===== config.mk =====
export PLATFORM = sky130hd
export DESIGN_NAME = alu_rs
export DESIGN_NICKNAME = d
export VERILOG_FILES = /design/src/rtl/alu_rs.sv
export SDC_FILE = /design/constraint.sdc
export NUM_CORES = 2
export LEC_CHECK = 0
export ABC_AREA = 1
export CORE_UTILIZATION = 62
export DETAILED_ROUTE_END_ITERATION = 10
export PLACE_DENSITY = 0.82
export SLEW_MARGIN = 20
export SYNTH_ARGS = -nofsm -noshare
export SYNTH_HDL_FRONTEND = slang
export SYNTH_SLANG_ARGS = --single-unit

===== constraint.sdc =====
create_clock -name clk -period 5.55 [get_ports clk]
set_input_delay 1.3875 -clock clk [delete_from_list [all_inputs] [get_ports clk]]
set_output_delay 1.3875 -clock clk [all_outputs]
set_load 0.005 [all_outputs]

===== src/rtl/alu_rs.sv =====
// alu_rs: ALU reservation station with CDB wakeup and a registered valid/ready issue stage
module alu_rs #(
    parameter int RS_SIZE = 8,
    parameter int DATA_W  = 32,
    parameter int TAG_W   = 4,
    parameter int NAME_W  = 5,
    parameter int OP_W    = 5
) (
    input  logic              clk,
    input  logic              rst,
    input  logic              flush,
    input  logic              alloc_en,
    input  logic [OP_W-1:0]   alloc_op,
    input  logic [NAME_W-1:0] alloc_name,
    input  logic [TAG_W-1:0]  alloc_tag,
    input  logic              alloc_rdy1,
    input  logic              alloc_rdy2,
    input  logic [DATA_W-1:0] alloc_val1,
    input  logic [DATA_W-1:0] alloc_val2,
    input  logic [TAG_W-1:0]  alloc_src1,
    input  logic [TAG_W-1:0]  alloc_src2,
    output logic              full,
    input  logic              cdb_en,
    input  logic [TAG_W-1:0]  cdb_tag,
    input  logic [DATA_W-1:0] cdb_data,
    output logic              issue_valid,
    input  logic              issue_ready,
    output logic [OP_W-1:0]   issue_op,
    output logic [DATA_W-1:0] issue_a,
    output logic [DATA_W-1:0] issue_b,
    output logic [NAME_W-1:0] issue_name,
    output logic [TAG_W-1:0]  issue_tag
);
    localparam int IW = (RS_SIZE > 1) ? $clog2(RS_SIZE) : 1;

    logic [RS_SIZE-1:0] busy_q, busy_d, rdy1_q, rdy1_d, rdy2_q, rdy2_d;
    logic [OP_W-1:0]    op_q   [RS_SIZE];
    logic [OP_W-1:0]    op_d   [RS_SIZE];
    logic [NAME_W-1:0]  name_q [RS_SIZE];
    logic [NAME_W-1:0]  name_d [RS_SIZE];
    logic [TAG_W-1:0]   tag_q  [RS_SIZE];
    logic [TAG_W-1:0]   tag_d  [RS_SIZE];
    logic [TAG_W-1:0]   src1_q [RS_SIZE];
    logic [TAG_W-1:0]   src1_d [RS_SIZE];
    logic [TAG_W-1:0]   src2_q [RS_SIZE];
    logic [TAG_W-1:0]   src2_d [RS_SIZE];
    logic [DATA_W-1:0]  val1_q [RS_SIZE];
    logic [DATA_W-1:0]  val1_d [RS_SIZE];
    logic [DATA_W-1:0]  val2_q [RS_SIZE];
    logic [DATA_W-1:0]  val2_d [RS_SIZE];

    logic              issue_valid_q, issue_valid_d;
    logic [OP_W-1:0]   issue_op_q, issue_op_d;
    logic [DATA_W-1:0] issue_a_q, issue_a_d, issue_b_q, issue_b_d;
    logic [NAME_W-1:0] issue_name_q, issue_name_d;
    logic [TAG_W-1:0]  issue_tag_q, issue_tag_d;

    logic [IW-1:0] free_idx, iss_idx;
    logic          has_elig, load;

    assign full        = &busy_q;
    assign load        = !issue_valid_q || issue_ready;
    assign issue_valid = issue_valid_q;
    assign issue_op    = issue_op_q;
    assign issue_a     = issue_a_q;
    assign issue_b     = issue_b_q;
    assign issue_name  = issue_name_q;
    assign issue_tag   = issue_tag_q;

    // Priority pick of lowest free slot and lowest eligible slot from registered state
    always_comb begin
        free_idx = '0;
        iss_idx  = '0;
        has_elig = 1'b0;
        for (int i = RS_SIZE - 1; i >= 0; i--) begin
            if (!busy_q[i]) free_idx = IW'(i);
            if (busy_q[i] && rdy1_q[i] && rdy2_q[i]) begin
                iss_idx  = IW'(i);
                has_elig = 1'b1;
            end
        end
    end

    // Next state: wakeup, issue into output stage, allocation with CDB bypass, flush last
    always_comb begin
        busy_d        = busy_q;
        rdy1_d        = rdy1_q;
        rdy2_d        = rdy2_q;
        op_d          = op_q;
        name_d        = name_q;
        tag_d         = tag_q;
        src1_d        = src1_q;
        src2_d        = src2_q;
        val1_d        = val1_q;
        val2_d        = val2_q;
        issue_valid_d = issue_valid_q;
        issue_op_d    = issue_op_q;
        issue_a_d     = issue_a_q;
        issue_b_d     = issue_b_q;
        issue_name_d  = issue_name_q;
        issue_tag_d   = issue_tag_q;
        for (int i = 0; i < RS_SIZE; i++) begin
            if (cdb_en && busy_q[i] && !rdy1_q[i] && src1_q[i] == cdb_tag) begin
                rdy1_d[i] = 1'b1;
                val1_d[i] = cdb_data;
            end
            if (cdb_en && busy_q[i] && !rdy2_q[i] && src2_q[i] == cdb_tag) begin
                rdy2_d[i] = 1'b1;
                val2_d[i] = cdb_data;
            end
        end
        if (load) begin
            issue_valid_d = has_elig;
            if (has_elig) begin
                busy_d[iss_idx] = 1'b0;
                issue_op_d      = op_q[iss_idx];
                issue_a_d       = val1_q[iss_idx];
                issue_b_d       = val2_q[iss_idx];
                issue_name_d    = name_q[iss_idx];
                issue_tag_d     = tag_q[iss_idx];
            end
        end
        if (alloc_en && !full) begin
            busy_d[free_idx] = 1'b1;
            op_d[free_idx]   = alloc_op;
            name_d[free_idx] = alloc_name;
            tag_d[free_idx]  = alloc_tag;
            src1_d[free_idx] = alloc_src1;
            src2_d[free_idx] = alloc_src2;
            rdy1_d[free_idx] = alloc_rdy1 || (cdb_en && alloc_src1 == cdb_tag);
            rdy2_d[free_idx] = alloc_rdy2 || (cdb_en && alloc_src2 == cdb_tag);
            val1_d[free_idx] = alloc_rdy1 ? alloc_val1 : cdb_data;
            val2_d[free_idx] = alloc_rdy2 ? alloc_val2 : cdb_data;
        end
        if (flush) begin
            busy_d        = '0;
            rdy1_d        = '0;
            rdy2_d        = '0;
            issue_valid_d = 1'b0;
            issue_op_d    = '0;
            issue_a_d     = '0;
            issue_b_d     = '0;
            issue_name_d  = '0;
            issue_tag_d   = '0;
        end
    end

    // Control and output-stage registers with active-low synchronous reset
    always_ff @(posedge clk) begin
        if (!rst) begin
            busy_q        <= '0;
            rdy1_q        <= '0;
            rdy2_q        <= '0;
            issue_valid_q <= 1'b0;
            issue_op_q    <= '0;
            issue_a_q     <= '0;
            issue_b_q     <= '0;
            issue_name_q  <= '0;
            issue_tag_q   <= '0;
        end else begin
            busy_q        <= busy_d;
            rdy1_q        <= rdy1_d;
            rdy2_q        <= rdy2_d;
            issue_valid_q <= issue_valid_d;
            issue_op_q    <= issue_op_d;
            issue_a_q     <= issue_a_d;
            issue_b_q     <= issue_b_d;
            issue_name_q  <= issue_name_d;
            issue_tag_q   <= issue_tag_d;
        end
    end

    // Entry payload is only meaningful while busy, so it needs no reset
    always_ff @(posedge clk) begin
        op_q   <= op_d;
        name_q <= name_d;
        tag_q  <= tag_d;
        src1_q <= src1_d;
        src2_q <= src2_d;
        val1_q <= val1_d;
        val2_q <= val2_d;
    end
endmodule


# == Word-level counts from Yosys, hierarchy flattened ==
# Index checks and enable logic that the tools add are counted.
# op_classes
add_sub_neg,0
n_div,0
reduce_logical,86
n_eq_ne,18
order_cmp,7
n_bitwise,6
multipliers,0
shifts,0
mux,99
# ops
operator,count
32-bit 2-to-1 mux,23
256-bit bitwise mux,2
256-bit 2-to-1 mux,2
32-bit binary-select mux with 3-bit select,2
32-bit bitwise mux,3
32-bit demux with 3-bit select,1
40-bit bitwise mux,2
4-bit == test,18
1-bit logical AND,62
3-bit 2-to-1 mux,16
8-bit 2-to-1 mux,5
5-bit binary-select mux with 3-bit select,2
1-bit 2-to-1 mux,26
5-bit 2-to-1 mux,5
1-bit logical NOT,18
8-bit bitwise mux,2
5-bit demux with 3-bit select,1
4-bit binary-select mux with 3-bit select,1
4-bit demux with 3-bit select,1
4-bit 2-to-1 mux,3
8-bit bitwise AND,1
4-bit >= comparator (second input constant),2
3-bit by 4-bit < comparator with 1-bit output (second input constant),2
3-bit NOT with 4-bit output,2
other kinds (10),14
# word_totals
ram_bits,0
memories,0
mem_bits_ro,0
in_bits,130
latchBits,0
out_inout_bits,80
reg_bits,791

# == Longest topological paths before layout ==
# depth
word_depth,20
mapped_depth,15
depth_no_buf,13

# == Least setup slack after synthesis ==
# Ideal clock, no wire load.
# synth_timing
kind,input port to flip-flop
start,input port cdb_tag[2]
end,register val1_q[205] (netlist name)
n_path_buf,3
cell_stages,11
slack_ps,2713
setup_time_ps,134
arrival_time_ps,2703
path_cell_list,buf_2 > inv_1 > buf_4 > o21ai_0 > a211oi_1 > nand3_2 > buf_2 > nand2_1 > o21ai_0 > nand2_1 > o21ai_0
# synth_lines
item,line_no,text
start: declaration,24,"input logic [TAG_W-1:0] cdb_tag,"
end signal: assignment,180,val1_q <= val1_d;
end: declaration,47,logic [DATA_W-1:0] val1_q [RS_SIZE];

==> out/metrics.csv <==
stage;metric;value;unit
outcome;run_status;finished clean;
logic_synthesis;postSynthRegisterBits;791;
logic_synthesis;yosys.cell_count.top_type;sky130_fd_sc_hd__nand2_1;
clocking;cts_htree_levels;3;
logic_synthesis;yosysWarningCount;0;
clocking;clk_latency;0.64;ns
worst_setup_path;worst_ep_required_time;6.04;ns
logic_synthesis;synth_top_area_cell;sky130_fd_sc_hd__dfxtp_1;
worst_setup_path;ff2ff_setup_slack;2.08;ns
clocking;cts_root_buf;sky130_fd_sc_hd__clkbuf_16;
layout;post_route_cells_drive_above_1_share;0.0443;
worst_setup_path;startpoint_type;primary input;
floorplanning;io-pin-count;210;
power;report.power.total;12.8;mW
layout;syn2layout_area_growth;11.8;%
clocking;clk_pin_slew_worst_paths;0.06;ns
drt;drt-pass1-iter-count;7;
grt;pin_count_of_the_biggest_net_entering_global_routing;220;
worst_setup_path;sort_of_element_at_the_end_of_the_critical_path;flip-flop;
power;power.share.switching;0.247;
power;power_switching;3.17;mW
grt;grt_first_pass_wirelength;181000;um
clocking;numClockSinks;791;
sta;finalHoldViolCount;0;
grt;grt_usage;0.360;
grt;grt.overflow.total;0;
layout;layout.cell_area.non_filler;43300;um2
flow_run;max_cap_viol_count;0;
drt;detailroute.via_count;36972;
power;vdd.ir_drop.worst;0.000259;V
layout;nets_finish;5616;
drt;post-route-drc-count;0;
sta;min_period;3.85;ns
logic_synthesis;seq_area_frac_synth;0.454;
sta;max_freq;260;MHz
worst_setup_path;crit_type;primary input to flip-flop;
sta;drv_slew;0;
placement;globalplace.congestion;0.913;
sta;slew_headroom;0.238;
drt;drt-wirelength-per-cell;18.2;um
logic_synthesis;primary_ff_master_synth;sky130_fd_sc_hd__dfxtp_1;
logic_synthesis;synth.area.top_cells;sky130_fd_sc_hd__dfxtp_1 (32%), sky130_fd_sc_hd__nand2_1 (16%), sky130_fd_sc_hd__edfxtp_1 (14%), sky130_fd_sc_hd__o21ai_0 (11%), sky130_fd_sc_hd__nand3_1 (6.5%);
layout;instances_no_fill;6388;
grt;grt_pass1_vias;33806;
placement;place.detailed.instances;6239;
drt;initialDrtViolationCount;4326;
power;cellInternalPower;9.66;mW
logic_synthesis;post_synth_most_frequent_cells;sky130_fd_sc_hd__nand2_1 (1,605), sky130_fd_sc_hd__o21ai_0 (890), sky130_fd_sc_hd__dfxtp_1 (615), sky130_fd_sc_hd__nand3_1 (501), sky130_fd_sc_hd__inv_1 (450);
grt;antenna_found_initial;1;
worst_setup_path;ff2ff_path_depth;13;
drt;total_wire_length_after_detailed_routing;116000;um
placement;postPlaceCellArea;40700;um2
logic_synthesis;synthDominantCellAreaShare;0.318;
clocking;cts-buffers-inserted;82;
floorplanning;design.die.area;63500;um2
worst_setup_path;crit_fanout;48;
power;p_per_area;296;nW/um2
sta;setup-tns-final;0;ns
logic_synthesis;cell_area_after_technology_mapping;38800;um2
clocking;cts_resized;0;
worst_setup_path;worst_r2r_endpoint;issue_a[1];
power;p_leak;18.4;nW
placement;port_buffers;209;
drt;via_per_inst;5.79;
logic_synthesis;asyncSetResetFlopFracSynth;0;
sta;rsz_0062_raised_after_global_routing;no;
min_path;timing.hold.worst_path_depth;2;
floorplanning;dieWidth;252;um
sta;finalClockSkew;0.0226;ns
layout;final_util;0.702;
clocking;cts_tree;yes;
logic_synthesis;mappedNetlistNets;5694;
clocking;cts_setup_buffers;0;
power;seq_power_share;0.485;
logic_synthesis;postSynthAreaPerCell;6.97;um2
min_path;min_delay_worst_endpoint;val1_q[96];
worst_setup_path;worstReg2RegStart;busy_q[0];
min_path;hold_path_startpoint;val1_q[96];
clocking;cts.path.max_buffers;3;
clocking;post_cts_hold_buffer_count;0;
placement;dp_hpwl;65500;um
floorplanning;starting_density_of_the_core;0.628;
logic_synthesis;yosys.cell_types.count;43;
floorplanning;die_height;252;um
min_path;min-delay-path-class;flip-flop to flip-flop;
sta;worst_slew_pin_slew;1.14;ns
floorplanning;core-area;61700;um2
power;pwr-share-comb;0.091;
floorplanning;placementRows;91;
drt;routed_antenna_nets;0;
layout;n_antenna_cell;0;
sta;layout_worst_path_cycle_share;0.693;
logic_synthesis;synth-edff-count;176;
sta;timing.final.setup_violations;0;
worst_setup_path;arr_time_crit_path;4.34;ns
power;power.clock.fraction;0.424;
logic_synthesis;syn-instance-count;5564;
placed cells by master, fill, tap and decap left out, types with 3 or more instances in the layout:
cell / count
sky130_fd_sc_hd__clkbuf_16: 85
sky130_fd_sc_hd__a211oi_1: 4
sky130_fd_sc_hd__xor2_1: 20
sky130_fd_sc_hd__nand2_2: 5
sky130_fd_sc_hd__edfxtp_1: 176
sky130_fd_sc_hd__dfxtp_1: 615
sky130_fd_sc_hd__o22ai_1: 3
sky130_fd_sc_hd__nand3_2: 9
sky130_fd_sc_hd__o211ai_1: 90
sky130_fd_sc_hd__clkbuf_1: 16
sky130_fd_sc_hd__clkinv_2: 14
sky130_fd_sc_hd__or2_2: 3
sky130_fd_sc_hd__o21ai_1: 217
sky130_fd_sc_hd__nand3_1: 491
sky130_fd_sc_hd__bufinv_16: 3
sky130_fd_sc_hd__buf_4: 58
sky130_fd_sc_hd__nor3_1: 7
sky130_fd_sc_hd__inv_1: 447
sky130_fd_sc_hd__nand4_1: 3
sky130_fd_sc_hd__nor2_4: 4
sky130_fd_sc_hd__nor4_1: 11
sky130_fd_sc_hd__nand2_1: 1600
sky130_fd_sc_hd__clkdlybuf4s50_1: 209
sky130_fd_sc_hd__nor3b_1: 3
sky130_fd_sc_hd__inv_2: 15
sky130_fd_sc_hd__buf_12: 9
sky130_fd_sc_hd__a21oi_1: 95
sky130_fd_sc_hd__nand3_4: 6
sky130_fd_sc_hd__clkbuf_8: 13
sky130_fd_sc_hd__nand2_4: 4
sky130_fd_sc_hd__nor2_1: 367
sky130_fd_sc_hd__clkinv_1: 14
sky130_fd_sc_hd__o21ai_0: 890
sky130_fd_sc_hd__xnor2_1: 17
through the flow:
stage	hold slack, ns	worst slack [ns]
2_1_floorplan	0.475	2.71
3_3_place_gp	0.494	1.40
3_5_place_dp	0.497	1.24
4_1_cts	0.515	1.81
5_1_grt	0.549	1.45
6_report	0.514	1.70
critical path, stage by stage:
cell and delay, ns:
sky130_fd_sc_hd__clkdlybuf4s50_1 0.72, sky130_fd_sc_hd__xor2_1 0.30, sky130_fd_sc_hd__a211oi_1 0.40, sky130_fd_sc_hd__nand2_1 0.40, sky130_fd_sc_hd__inv_2 0.24, sky130_fd_sc_hd__buf_4 0.49, sky130_fd_sc_hd__nand2_1 0.11, sky130_fd_sc_hd__o211ai_1 0.12
sky130_fd_sc_hd__o21ai_0 0.13
power by group through the flow:
stage | sequential [mW] | combinational (mW) | clock [mW]
2_1_floorplan | 6.33 | 0.778 | 0
3_3_place_gp | 6.34 | 1.10 | 0
3_5_place_dp | 6.35 | 1.13 | 0
4_1_cts | 6.22 | 1.14 | 5.47
5_1_grt | 6.25 | 1.32 | 5.69
6_report | 6.23 | 1.17 | 5.44
worst max path at each step:
stage               startpoint     endpoint  cells past startpoint
detailed placement  cdb_tag[0]  val1_q[120]                      9
global route        cdb_tag[0]  val1_q[126]                      9
CTS                  busy_q[3]         full                      5
finish              cdb_tag[0]   val1_q[99]                      9
global placement    cdb_tag[0]   val1_q[99]                      9
floorplan           cdb_tag[2]  val1_q[205]                     11
kinds of logic (layout without fill, tap and decap cells):
logic type	after synthesis	in the layout	share of synthesized area
AO/OA/AOI/OAI	1309	1309	0.176
AND/OR/NAND/NOR	2522	2522	0.264
buffers and inverters	905	892	0.0968
flip-flops	791	791	0.454
XOR/XNOR	37	37	0.00836
cell type report:
class | instances | area [um2]
Clock inverter | 35 | 251
Multi-Input combinational cell | 3868 | 17600
Sequential cell | 791 | 17600
Tap cell | 837 | 1050
Timing Repair Buffer | 276 | 2710
Inverter | 467 | 1760
Fill cell | 5186 | 18400
Clock buffer | 114 | 2370
registers in the layout (all words and copies together), names as in the netlist:
name	flops
busy_q	8
val2_q	256
issue_b	32
name_q	40
issue_valid	1
rdy2_q	8
issue_name	5
op_q	40
rdy1_q	8
issue_op	5
val1_q	256
issue_tag	4
issue_a	32
src2_q	32
src1_q	32
tag_q	32
per-layer routing:
metal	wire length, um	part of all wire	GRT usage
met1	45500	0.39	0.464
met2	53100	0.46	0.585
met3	12900	0.11	0.0637
met4	4830	0.041	0.173
met5	8	0.000069	0
Power figures use the tool's default switching activity.
